<file path="src/rtl/p2s_framer_pkg.sv">
// Shared constants and state encoding for the parallel-to-serial framer and
// the serial receive stage it feeds.
package p2s_framer_pkg;

  localparam int unsigned P2S_WIDTH = 16;
  localparam int unsigned P2S_LEN_W = 4;
  localparam int unsigned P2S_GAP   = 2;

  typedef enum logic [1:0] {
    ST_IDLE  = 2'd0,
    ST_SHIFT = 2'd1,
    ST_GAP   = 2'd2
  } state_e;

endpackage

</file>
<file path="src/rtl/p2s_framer.sv">
// Parallel-to-serial framer: loads one word per accepted start, shifts its low
// len bits out MSB-first with frame_en bracketing them, then idles GAP cycles.
module p2s_framer
  import p2s_framer_pkg::*;
#(
  parameter int unsigned WIDTH = P2S_WIDTH,
  parameter int unsigned LEN_W = P2S_LEN_W,
  parameter int unsigned GAP   = P2S_GAP
) (
  input  logic             clk,
  input  logic             reset,
  input  logic [WIDTH-1:0] data_in,
  input  logic [LEN_W-1:0] len,
  input  logic             start,
  input  logic             abort,
  output logic             ready,
  output logic             serial_out,
  output logic             frame_en,
  output logic             done
);

  localparam int unsigned CNT_W = LEN_W + 1;
  localparam int unsigned GAP_W = (GAP > 1) ? $clog2(GAP) : 1;

  state_e             state_q, state_d;
  logic [WIDTH-1:0]   sreg_q, sreg_d;
  logic [CNT_W-1:0]   bitcnt_q, bitcnt_d;
  logic [GAP_W-1:0]   gapcnt_q, gapcnt_d;
  logic               ser_q, ser_d;
  logic               fen_q, fen_d;
  logic               done_q, done_d;

  logic [CNT_W-1:0]   len_n;
  logic [CNT_W-1:0]   shamt;
  logic [WIDTH-1:0]   load_word;

  // len==0 encodes a full-width frame; MSB-align the frame so bit N-1 sits on top.
  always_comb begin
    len_n     = (len == '0) ? CNT_W'(WIDTH) : {1'b0, len};
    shamt     = CNT_W'(WIDTH) - len_n;
    load_word = data_in << shamt;
  end

  always_ff @(posedge clk or posedge reset) begin
    if (reset) begin
      state_q  <= ST_IDLE;
      sreg_q   <= '0;
      bitcnt_q <= '0;
      gapcnt_q <= '0;
      ser_q    <= 1'b0;
      fen_q    <= 1'b0;
      done_q   <= 1'b0;
    end else begin
      state_q  <= state_d;
      sreg_q   <= sreg_d;
      bitcnt_q <= bitcnt_d;
      gapcnt_q <= gapcnt_d;
      ser_q    <= ser_d;
      fen_q    <= fen_d;
      done_q   <= done_d;
    end
  end

  always_comb begin
    state_d  = state_q;
    sreg_d   = sreg_q;
    bitcnt_d = bitcnt_q;
    gapcnt_d = gapcnt_q;
    ser_d    = 1'b0;
    fen_d    = 1'b0;
    done_d   = 1'b0;

    unique case (state_q)
      ST_IDLE: begin
        if (start) begin
          sreg_d   = load_word;
          bitcnt_d = len_n;
          ser_d    = load_word[WIDTH-1];
          fen_d    = 1'b1;
          state_d  = ST_SHIFT;
        end
      end

      ST_SHIFT: begin
        // abort takes priority over a normal end of frame and suppresses done
        if (abort) begin
          gapcnt_d = '0;
          state_d  = (GAP == 0) ? ST_IDLE : ST_GAP;
        end else if (bitcnt_q == CNT_W'(1)) begin
          done_d   = 1'b1;
          gapcnt_d = '0;
          state_d  = (GAP == 0) ? ST_IDLE : ST_GAP;
        end else begin
          sreg_d   = sreg_q << 1;
          ser_d    = sreg_q[WIDTH-2];
          fen_d    = 1'b1;
          bitcnt_d = bitcnt_q - CNT_W'(1);
        end
      end

      ST_GAP: begin
        if (gapcnt_q == GAP_W'(GAP - 1)) begin
          gapcnt_d = '0;
          state_d  = ST_IDLE;
        end else begin
          gapcnt_d = gapcnt_q + GAP_W'(1);
        end
      end

      default: begin
        state_d = ST_IDLE;
      end
    endcase
  end

  assign ready      = (state_q == ST_IDLE);
  assign serial_out = ser_q;
  assign frame_en   = fen_q;
  assign done       = done_q;

endmodule
</file>
<file path="config.mk">
export PLATFORM = sky130hd
export DESIGN_NAME = p2s_framer
export DESIGN_NICKNAME = d
export VERILOG_FILES = /design/src/rtl/p2s_framer_pkg.sv /design/src/rtl/p2s_framer.sv
export SDC_FILE = /design/constraint.sdc
export NUM_CORES = 1
export LEC_CHECK = 0
export ABC_CLOCK_PERIOD_IN_PS = 2260
export CORE_ASPECT_RATIO = 1.2
export CORE_MARGIN = 10
export CORE_UTILIZATION = 40
export DETAILED_ROUTE_END_ITERATION = 8
export SLEW_MARGIN = 40
export SYNTH_ARGS = -nofsm -noshare
export SYNTH_HDL_FRONTEND = slang
export SYNTH_SLANG_ARGS = --single-unit
export TNS_END_PERCENT = 10
</file>
<file path="constraint.sdc">
create_clock -name clk -period 2.26 [get_ports clk]
set_input_delay 0.226 -clock clk [delete_from_list [all_inputs] [get_ports clk]]
set_output_delay 0.226 -clock clk [all_outputs]
set_load 0.02 [all_outputs]
</file>
==> flow_results.org, run 1 <==
** Status
- Outcome :: finished, final reports clean

** Placement
- The placed instances occupy a cell area of 2760 um^2.
- Placed wire-length estimate :: slightly below 5 mm
- Final weighted congestion in routability-driven placement :: around 0.87
- At the placement stage, the worst setup path has a slack of -0.556 ns.
- Port Buf Inserts :: 27

** Timing
- Post-layout worst setup margin :: between 0.1 and 0.15 ns
- Final Hold Violating Endpoints :: 0
- Clock Skew :: around 0.0032 ns
- Period Utilization, post-route :: approximately 95%
- Setup repair after global routing left no endpoint under its margin.
- Timing would allow up to between 400 and 500 MHz.
- The number of slew-limit violations in the final report came to 0.
- At the pin with the least slew margin, the transition time is between 0.5 and 0.6 ns.
- The tightest hold path in the finished design has a slack of around 0.30 ns.
- Endpoints failing setup :: 0
- Worst rel slew slack :: between 60% and 70%
- The worst path in the final design needs a cycle of about 2.2 ns, including I/O delays and setup.

** Synth
- Number of nets in the synthesized netlist :: around 260
- Simple-gate portion of the synthesized area :: between 15 and 20%
- Yosys printed 0 warnings.
- Summing the areas of all xor and xnor instances in the mapped netlist gives 2.54% of the synthesized area.
- Fraction of synthesized cell area taken by the top area cell type :: ~30%
- Summing the areas of all compound-gate instances in the mapped netlist gives between 15 and 20% of the synthesized area.
- Average size of a mapped cell :: roughly 9.2 um^2
- Cell accounting for the most synthesized area :: sky130_fd_sc_hd__dfrtp_1
- After synthesis, the largest family of logic cells by area is compound AO/OA/AOI/OAI gates.
- In the post-synthesis netlist, the cell with the most instances is sky130_fd_sc_hd__dfrtp_1.
- EDFF count, synth :: 0
- The cell count after synthesis came out at 230.
- The synthesized netlist occupies a cell area of 2120 um^2.
- After synthesis, the cell types taking the most area are sky130_fd_sc_hd__dfrtp_1 (31%), sky130_fd_sc_hd__mux2i_1 (9.9%), sky130_fd_sc_hd__mux4_2 (6.4%), sky130_fd_sc_hd__a21oi_1 (4.7%), sky130_fd_sc_hd__nor2_1 (3.9%).
- Share of synthesized flip-flops with an asynchronous set or reset :: 100%
- After synthesis, the share of cell area in mux cells is 18.9%.
- The number of different library cells used by synthesis comes to 62.
- In the synthesized netlist the dominant register cell turns out to be sky130_fd_sc_hd__dfrtp_1.
- Yosys reg bits :: 26
- Top cell types by occurrence after synthesis :: sky130_fd_sc_hd__dfrtp_1 (26), sky130_fd_sc_hd__nor2_1 (22), sky130_fd_sc_hd__mux2i_1 (21)
- Of the total synthesized cell area, the portion taken by full adders, half adders and majority gates is between 2 and 2.5%.
- Sequential elements use a little under a third of the synthesized area.

** Floorplanning
- The core region is 5040 um^2.
- Number of primary I/O pins :: 28
- Measured along the y axis, the die boundary spans between 90 and 100 um.
- From left edge to right edge, the die measures between 80 and 90 um.
- The floorplan step defined a die boundary enclosing around 8600 um^2.
- The floorplan has 28 rows.
- Initial core utilization :: 42.0%

** Run
- Across the run, the number of max-cap violations was 0.

** Critical path
- At the worst endpoint, the arrival time is between 2 and 2.5 ns.
- Slowest stage delay, CP :: 0.49 ns
- Walking the worst path, the cells encountered are clkdlybuf4s50_1 > buf_4 > or3b_4 > nand2_8 > mux2_2 > mux4_2 > o21ai_1.
- Along the worst path, the maximum fanout reaches 8.
- CP required :: ~2.5 ns
- On the critical path, the stage with the largest delay is an instance of sky130_fd_sc_hd__mux4_2.
- STA classifies the critical path startpoint as a primary input.
- Number of cells on the worst reg-to-reg path :: 5
- Worst Setup Path Type :: primary input to flip-flop
- Kind of end point of the critical path :: flip-flop

** Layout
- At the end of the flow, the number of nets in the layout was 338.
- Area delta synth->final :: 41.8%
- Ant. Diodes :: 0
- After routing the design area is ~3000 um^2.
- Share of cells above drive strength 1 :: between 30% and 40%

** Clock network
- CTS built an H-tree with a depth of 1.
- Maximum buffer depth of the clock tree :: 2
- For the worst-skew pair, the clock arrives at the later sink with an insertion delay of roughly 0.28 ns.
- Clock-pin slew on the worst setup and hold paths :: 0.09 ns
- CTS placed an instance of sky130_fd_sc_hd__clkbuf_8 at the clock tree root.
- Clock tree from TritonCTS :: built
- Clock sink count :: 26
- Cts bufs inserted :: 3

** Route
- Detail-routed net length per standard cell :: about 17 um
- In the routed layout, each cell is associated on average with a via count of around 5.7.
- For this run, design rule violations remaining after detail routing come to 0.
- The routed design has ~6.2 mm of wire.
- Summing over every cut layer, the via total after detailed routing is around 2100.
- In this run, the number of DRC markers left after iteration 0 of detailed routing was around 160.
- Final antenna-violating net count :: 0
- First drt pass iteration count :: 4

** GRT
- The initial antenna violation count was 0.
- Total overflow reported by the global router :: 0
- For this run, the total global-route usage over all layers was measured as around 14%.
- The first global-routing pass estimated between 10 and 15 mm of wire.
- Number of global-route vias before repair :: 2084
- Maximum number of pins on one net before global-route repair :: 27

** Power
- In this run the power density over the cells is between 800 and 900 nW/um^2.
- For this design the static power due to leakage is roughly 1.3 nW.
- Total power :: around 2.6 mW
- Maximum vdd drop :: ~320 uV

** Worst hold path
- The path class of the tightest hold or removal check is primary input to async pin.
final cells by class:
type / count / area (um^2)
clock buffer: 4 / 55.1
fill: 473 / 2040
inverter: 10 / 37.5
multi-input combinational: 179 / 1420
sequential: 26 / 651
tap: 60 / 75.1
timing repair buffer: 90 / 764
through the flow:
| stage | util (%) | std cells | setup TNS, ns |
|---|---|---|---|
| 2_1_floorplan | - | 230 | 0 |
| 3_3_place_gp | 54.8 | 354 | -5.69 |
| 3_5_place_dp | 54.8 | 354 | -6.15 |
| 4_1_cts | 57.1 | 361 | -0.0865 |
| 5_1_grt | 59.6 | 369 | 0 |
| 6_report | 59.6 | 369 | 0 |
where the power goes:
part / switching [mW] / total [mW] / internal [mW]
clock network: 0.155 / 0.311 / 0.156
registers: 0.152 / 0.821 / 0.669
logic: 0.729 / 1.44 / 0.715
total: 1.04 / 2.58 / 1.54
state kept, by name, summed over array words and instances, names as in the netlist:
signal,flops
bitcnt_q,5
frame_en,1
serial_out,1
state_q,2
sreg_q,15
done,1
gapcnt_q,1
critical path: cells and delay by family:
family                 cells  cell delay, ns
multiplexers               2            0.84
AND/OR/NAND/NOR            2            0.57
buffers and inverters      2            0.56
AO/OA/AOI/OAI              1            0.16
final timing paths:
kind                                         from                      end  slack (ns)
min in group clk                           len[1]  bitcnt_q[1]$_DFFE_PP0P_        0.43
hold / removal                              reset    sreg_q[6]$_DFFE_PP0P_        0.30
hold reg to reg             sreg_q[0]$_DFFE_PP0P_    sreg_q[0]$_DFFE_PP0P_        0.49
max in group asynchronous                   reset  bitcnt_q[0]$_DFFE_PP0P_        1.69
setup reg to reg           state_q[1]$_DFFE_PP0P_    sreg_q[1]$_DFFE_PP0P_        0.25
setup / recovery                           len[2]   sreg_q[14]$_DFFE_PP0P_        0.11
routing by layer:
layer,track usage (%),up-vias,share of wire (%)
met4,6.49,0,3.3
met5,0,-,0
met2,23.8,71,50
li1,-,1022,-
met3,1.63,15,5.0
met1,18.1,998,42
cells by family (layout without fill, tap and decap cells):
kind of cell / after synthesis / in the layout
xor gates and xnor gates: 4 / 4
buffers and inverters: 25 / 104
AOI/OAI and AO/OA: 63 / 63
muxes: 32 / 32
and+or+nand+nor: 76 / 76
DFF: 26 / 26
adders and majority gates: 4 / 4
timing repair:
| item | in CTS | in global routing |
|---|---|---|
| hold buffers | 0 | 0 |
| buffers inserted | 3 | 8 |
| hold endpoints to repair | 0 | 0 |
| gates resized for setup | 7 | 13 |
| endpoints found under the setup margin | 13 | 14 |
| pin swaps | 2 | 3 |
cell usage in the layout, fill, tap and decap left out, types with 3 or more instances in the layout:
cell                              instances
sky130_fd_sc_hd__nand3_1                  5
sky130_fd_sc_hd__nor2b_1                  5
sky130_fd_sc_hd__nor2_1                  22
sky130_fd_sc_hd__mux4_2                   6
sky130_fd_sc_hd__buf_4                   61
sky130_fd_sc_hd__dfrtp_1                 26
sky130_fd_sc_hd__nor3_1                   6
sky130_fd_sc_hd__clkdlybuf4s50_1         25
sky130_fd_sc_hd__a21oi_1                 20
sky130_fd_sc_hd__clkbuf_8                 4
sky130_fd_sc_hd__o21ai_0                 11
sky130_fd_sc_hd__inv_1                    8
sky130_fd_sc_hd__a32oi_1                  3
sky130_fd_sc_hd__mux2i_1                 18
sky130_fd_sc_hd__and3_1                   4
sky130_fd_sc_hd__o31ai_1                  4
sky130_fd_sc_hd__nand2_1                 11
sky130_fd_sc_hd__nand2b_1                 3
sky130_fd_sc_hd__mux2_2                   4
Power figures use the tool's default switching activity.
==> run 2, diff against run 1 <==
--- a/config.mk
+++ b/config.mk
@@ -10,7 +10,7 @@
 export CORE_MARGIN = 10
 export CORE_UTILIZATION = 40
 export DETAILED_ROUTE_END_ITERATION = 8
-export SLEW_MARGIN = 40
+export SLEW_MARGIN = 15
 export SYNTH_ARGS = -nofsm -noshare
 export SYNTH_HDL_FRONTEND = slang
 export SYNTH_SLANG_ARGS = --single-unit
==> results of run 2 <==
No change in the layout: final DEF, timing and power equal those of run 1.
